$ cat config.mk
export PLATFORM = sky130hd
export DESIGN_NAME = seq_detect_param_flat
export DESIGN_NICKNAME = d
export VERILOG_FILES = /design/src/rtl/seq_detect_param_if.sv /design/src/rtl/seq_detect_param.sv /design/src/flat_wrapper.sv
export SDC_FILE = /design/constraint.sdc
export NUM_CORES = 1
export LEC_CHECK = 0
export CORE_AREA = 4 4 41 43
export CTS_BUF_LIST = sky130_fd_sc_hd__clkbuf_4
export DETAILED_ROUTE_END_ITERATION = 16
export DIE_AREA = 0 0 45 47
export GPL_TIMING_DRIVEN = 0
export PLACE_DENSITY_LB_ADDON = 0.05
export RECOVER_POWER = 100
export SYNTH_ARGS = -nofsm -noshare
export SYNTH_HDL_FRONTEND = slang
export SYNTH_SLANG_ARGS = --single-unit
export TNS_END_PERCENT = 20
$ cat constraint.sdc
create_clock -name i_clock -period 1.72 [get_ports i_clock]
set_input_delay 0.172 -clock i_clock [delete_from_list [all_inputs] [get_ports i_clock]]
set_output_delay 0.172 -clock i_clock [all_outputs]
set_load 0.03 [all_outputs]
$ cat src/rtl/seq_detect_param_if.sv
// ============================================================================
// Module : seq_detect_param_if
// Brief  : Bundles the serial-bit, mode and match-report signals of seq_detect_param.
// Rev    : 1.0  initial release
// ============================================================================
`default_nettype none

interface seq_detect_param_if #(
    parameter int CNT_W = 8
);
    logic             i_btn;
    logic             i_valid;
    logic             i_overlap;
    logic             i_clear;
    logic             o_led;
    logic [CNT_W-1:0] o_count;

    modport master (
        output i_btn, i_valid, i_overlap, i_clear,
        input  o_led, o_count
    );

    modport slave (
        input  i_btn, i_valid, i_overlap, i_clear,
        output o_led, o_count
    );
endinterface

`default_nettype wire

$ cat src/rtl/seq_detect_param.sv
// ============================================================================
// Module : seq_detect_param
// Brief  : Parameterised serial pattern detector with overlap mode and a
//          saturating match counter (compiled in by SEQ_DETECT_PARAM_COUNT_EN).
// Rev    : 1.0  initial release
// ============================================================================
`default_nettype none

module seq_detect_param #(
    parameter int                   PATTERN_W = 4,
    parameter logic [PATTERN_W-1:0] PATTERN   = 4'b1010,
    parameter int                   CNT_W     = 8
) (
    input  logic              i_clock,
    input  logic              i_reset_n,
    seq_detect_param_if.slave intf
);
    localparam int                FILL_W   = $clog2(PATTERN_W + 1);
    localparam logic [FILL_W-1:0] FILL_MAX = FILL_W'(PATTERN_W);

    logic [PATTERN_W-1:0] r_history;
    logic [FILL_W-1:0]    r_fill;
    logic                 r_led;

    logic [PATTERN_W-1:0] w_history_next;
    logic [FILL_W-1:0]    w_fill_next;
    logic                 w_match;

    always_comb begin
        w_history_next = {r_history[PATTERN_W-2:0], intf.i_btn};
        w_fill_next    = (r_fill == FILL_MAX) ? r_fill : r_fill + FILL_W'(1);
        // The fill check keeps a reset history that happens to equal PATTERN from matching.
        w_match        = intf.i_valid && (w_fill_next == FILL_MAX) &&
                         (w_history_next == PATTERN);
    end

    always_ff @(posedge i_clock or negedge i_reset_n) begin
        if (!i_reset_n) begin
            r_history <= '0;
            r_fill    <= '0;
            r_led     <= 1'b0;
        end else begin
            r_led <= w_match;
            if (intf.i_valid) begin
                if (w_match && !intf.i_overlap) begin
                    r_history <= '0;
                    r_fill    <= '0;
                end else begin
                    r_history <= w_history_next;
                    r_fill    <= w_fill_next;
                end
            end
        end
    end

    assign intf.o_led = r_led;

`ifdef SEQ_DETECT_PARAM_COUNT_EN
    logic [CNT_W-1:0] r_count;

    // Clear has priority over a same-edge match; the count saturates at all-ones.
    always_ff @(posedge i_clock or negedge i_reset_n) begin
        if (!i_reset_n) begin
            r_count <= '0;
        end else if (intf.i_clear) begin
            r_count <= '0;
        end else if (w_match && (r_count != {CNT_W{1'b1}})) begin
            r_count <= r_count + CNT_W'(1);
        end
    end

    assign intf.o_count = r_count;
`else
    logic w_unused_clear;
    assign w_unused_clear = intf.i_clear;
    assign intf.o_count   = '0;
`endif

endmodule

`default_nettype wire

$ cat src/flat_wrapper.sv
// flat-port wrapper written by rule: the top's interface ports become plain ports
module seq_detect_param_flat 
#(
    parameter int                   PATTERN_W = 4,
    parameter logic [PATTERN_W-1:0] PATTERN   = 4'b1010,
    parameter int                   CNT_W     = 8
)
  (i_clock, i_reset_n, intf_i_btn, intf_i_valid, intf_i_overlap, intf_i_clear, intf_o_led, intf_o_count);
  seq_detect_param_if #(.CNT_W(CNT_W)) intf_i ();
  input  logic i_clock;
  input  logic i_reset_n;
  input wire logic [$bits(intf_i.i_btn)-1:0] intf_i_btn;
  input wire logic [$bits(intf_i.i_valid)-1:0] intf_i_valid;
  input wire logic [$bits(intf_i.i_overlap)-1:0] intf_i_overlap;
  input wire logic [$bits(intf_i.i_clear)-1:0] intf_i_clear;
  output wire logic [$bits(intf_i.o_led)-1:0] intf_o_led;
  output wire logic [$bits(intf_i.o_count)-1:0] intf_o_count;
  assign intf_i.i_btn = intf_i_btn;
  assign intf_i.i_valid = intf_i_valid;
  assign intf_i.i_overlap = intf_i_overlap;
  assign intf_i.i_clear = intf_i_clear;
  assign intf_o_led = intf_i.o_led;
  assign intf_o_count = intf_i.o_count;
  seq_detect_param #(.PATTERN_W(PATTERN_W), .PATTERN(PATTERN), .CNT_W(CNT_W)) u_core (.i_clock(i_clock), .i_reset_n(i_reset_n), .intf(intf_i));
endmodule
==> out/qor.json <==
{
  "fin_ws": {"value": 0.157, "unit": "ns"},
  "vdd_ir_drop_max": {"value": 640, "unit": "uV"},
  "placement.setup.worst_slack": {"value": 0.181, "unit": "ns"},
  "finalSetupTns": {"value": 0, "unit": "ns"},
  "route.detailed.drc": {"value": 0},
  "dieWidth": {"value": 45, "unit": "microns"},
  "design.die.area": {"value": 0.00212, "unit": "sq mm"},
  "detailedPlacementHpwl": {"value": 666, "unit": "microns"},
  "timing.clock.skew": {"value": 0.00739, "unit": "ns"},
  "synth_top_cells_by_area": {"value": "sky130_fd_sc_hd__dfrtp_1, sky130_fd_sc_hd__buf_4, sky130_fd_sc_hd__ha_1"},
  "yosysSeqAreaShare": {"value": 0.376},
  "final_net_count": {"value": 70},
  "detail_route.first_pass.iterations": {"value": 4},
  "die_h": {"value": 47, "unit": "microns"},
  "grt_pass1_wl": {"value": 1410, "unit": "microns"},
  "netlist_instances": {"value": 46},
  "timing.critical_path.fanout_max": {"value": 6},
  "yosysUniqueCellTypes": {"value": 23},
  "ys_seq_elements": {"value": 7},
  "maximum_number_of_pins_on_one_net_before_global_route_repair": {"value": 10},
  "rsz0062_at_grt": {"value": "no"},
  "postCtsSetupRepairBufs": {"value": 0},
  "worstSetupPathType": {"value": "register to register"},
  "cts-hold-fix-buffers": {"value": 0},
  "timing.hold.ws": {"value": 0.152, "unit": "ns"},
  "wirelength": {"value": 877, "unit": "microns"},
  "place_congestion": {"value": 0.763},
  "final_core_util": {"value": 0.446},
  "run_status": {"value": "finished clean"},
  "yosys_warnings": {"value": 0},
  "initial_antenna_violation_count": {"value": 0},
  "synthToLayoutAreaGrowth": {"value": 24.7, "unit": "%"},
  "clk_root_buffer_cell": {"value": "sky130_fd_sc_hd__clkbuf_4"},
  "timing_hold_violations_final": {"value": 0},
  "worst-endpoint-required": {"value": 1.91, "unit": "ns"},
  "dp.cells": {"value": 72},
  "cts_tree": {"value": "built"},
  "buffer_depth_of_the_longest_clock_path": {"value": 2},
  "insertion_delay": {"value": 0.26, "unit": "ns"},
  "gr-total-overflow": {"value": 0},
  "worstPathArrival": {"value": 1.76, "unit": "ns"},
  "vias": {"value": 338},
  "initial_core_util": {"value": 0.358},
  "post_drt_via_cell_ratio": {"value": 4.45},
  "syn_avg_cell_area": {"value": 10.1, "unit": "sq um"},
  "setup.worst_path.start_class": {"value": "register"},
  "fin_cells": {"value": 76},
  "p_leak": {"value": 0.293, "unit": "nW"},
  "synthDominantCellAreaShare": {"value": 0.376},
  "clock.fmax": {"value": 640, "unit": "MHz"},
  "end_kind": {"value": "register"},
  "worst_hold_path_type": {"value": "input pin to register"},
  "synth_top_cell_by_area": {"value": "sky130_fd_sc_hd__dfrtp_1"},
  "grt_pass1_vias": {"value": 354},
  "cts_made_buffers": {"value": 3},
  "avgRoutedWirePerCell": {"value": 11.5, "unit": "microns"},
  "placeableCoreArea": {"value": 0.00130, "unit": "sq mm"},
  "clkTransAtPathRegs": {"value": 0.06, "unit": "ns"},
  "groute.usage.overall": {"value": 0.0987},
  "drive_gt1_frac": {"value": 0.262},
  "clock_sinks": {"value": 7},
  "drt_first_iter_violations": {"value": 6},
  "power_density": {"value": 1350, "unit": "mW/mm^2"},
  "max-cap-violations": {"value": 0},
  "finalCritPeriodShare": {"value": 0.909},
  "synthesized_cell_area": {"value": 465, "unit": "sq um"},
  "io_buffer_count": {"value": 4},
  "timing.final.max_slew_violations": {"value": 0},
  "finalSetupViolations": {"value": 0},
  "io_pins": {"value": 15},
  "ctsHtreeMaxLevel": {"value": 1},
  "ant_nets": {"value": 0},
  "row_count": {"value": 13},
  "final_period_minus_worst_setup_slack": {"value": 1.56, "unit": "ns"},
  "number_of_inserted_diodes": {"value": 0},
  "ctsResizeCount": {"value": 0}
}
==> registers in the layout, summed over array words and instances, names as in the netlist <==
signal and flops:
u_core.r_history 3, u_core.r_fill 3, u_core.intf.o_led 1
==> logic make-up after synthesis <==
kind of cell	Yosys count	synth area share
buffers and inverters	12	0.185
AO/OA/AOI/OAI	9	0.129
XOR/XNOR	1	0.0188
other	1	0.00806
adder cells (fa/ha/maj)	2	0.0538
flip-flops	7	0.376
AND/OR/NAND/NOR	11	0.159
multiplexers	3	0.0699
==> routing by layer <==
metal / part of all wire / global-route usage / vias up
li1: - / - / 168
met1: 0.42 / 0.0977 / 156
met2: 0.49 / 0.164 / 14
met3: 0.083 / 0.0460 / 0
met4: 0 / 0.0702 / 0
met5: 0 / 0 / -
==> path summary, 6_finish.rpt <==
path                                                      start                               to  slack [ns]  cells after the start
worst max-delay path               u_core.r_fill[0]$_DFFE_PN0P_      u_core.intf.o_led$_DFF_PN0_        0.16                      5
worst max register to register     u_core.r_fill[0]$_DFFE_PN0P_      u_core.intf.o_led$_DFF_PN0_        0.16                      5
worst min register to register  u_core.r_history[2]$_DFFE_PN0P_  u_core.r_history[2]$_DFFE_PN0P_        0.48                      1
max in group asynchronous                             i_reset_n     u_core.r_fill[1]$_DFFE_PN0P_        1.22                      1
worst min-delay path                               intf_i_valid     u_core.r_fill[1]$_DFFE_PN0P_        0.15                      2
min in group asynchronous                             i_reset_n     u_core.r_fill[2]$_DFFE_PN0P_        0.24                      1
==> through the flow <==
step                      total power, mW  instance area, sq um
after floorplan                     0.543                   492
after global placement              0.599                   551
after detailed placement            0.608                   551
after CTS                           0.780                   581
after global routing                0.830                   581
final                               0.782                   581
==> area by class of cell <==
type / instances / area (sq um)
fillers: 121 / 721
multi-input cells: 34 / 230
flip-flops and latches: 7 / 175
plain buffers: 10 / 78.8
repair buffers: 4 / 40.0
clock buffers: 4 / 30.0
well taps: 15 / 18.8
inverters: 2 / 7.51
==> cell usage in the layout, fill, tap and decap left out, drive strengths merged, types with 2 or more instances in the layout <==
cell           count
nand2              3
dfrtp              7
inv                2
dlygate4sd3        2
conb               8
clkdlybuf4s50      2
mux2               2
buf               10
ha                 2
o21ai              2
a21oi              3
clkbuf             4
nor2b              2
==> cells in the mapped netlist <==
cell	instances
sky130_fd_sc_hd__inv_1	2
sky130_fd_sc_hd__and4b_1	1
sky130_fd_sc_hd__conb_1	1
sky130_fd_sc_hd__a21bo_1	1
sky130_fd_sc_hd__ha_1	2
sky130_fd_sc_hd__mux2_1	2
sky130_fd_sc_hd__nor2b_1	2
sky130_fd_sc_hd__buf_6	1
sky130_fd_sc_hd__a211oi_1	1
sky130_fd_sc_hd__nand3b_1	1
sky130_fd_sc_hd__and3_1	1
sky130_fd_sc_hd__a21oi_1	3
sky130_fd_sc_hd__mux2i_1	1
sky130_fd_sc_hd__a21boi_2	1
sky130_fd_sc_hd__nor2_1	1
sky130_fd_sc_hd__xnor2_1	1
sky130_fd_sc_hd__nand2_1	3
sky130_fd_sc_hd__dfrtp_1	7
sky130_fd_sc_hd__o21ai_1	2
sky130_fd_sc_hd__nor3b_1	1
sky130_fd_sc_hd__a31oi_1	1
sky130_fd_sc_hd__nor4b_2	1
sky130_fd_sc_hd__buf_4	9
==> where the power goes <==
part | switching (mW) | internal, mW
Sequential | 0.0393 | 0.214
Clock | 0.0690 | 0.105
Combinational | 0.189 | 0.166
==> critical path: stages (launching register included) <==
cell	delay [ns]
sky130_fd_sc_hd__dfrtp_1	0.44
sky130_fd_sc_hd__inv_1	0.07
sky130_fd_sc_hd__ha_1	0.32
sky130_fd_sc_hd__nor4b_2	0.30
sky130_fd_sc_hd__and3_1	0.22
sky130_fd_sc_hd__a21boi_2	0.15
Power figures use the tool's default switching activity.
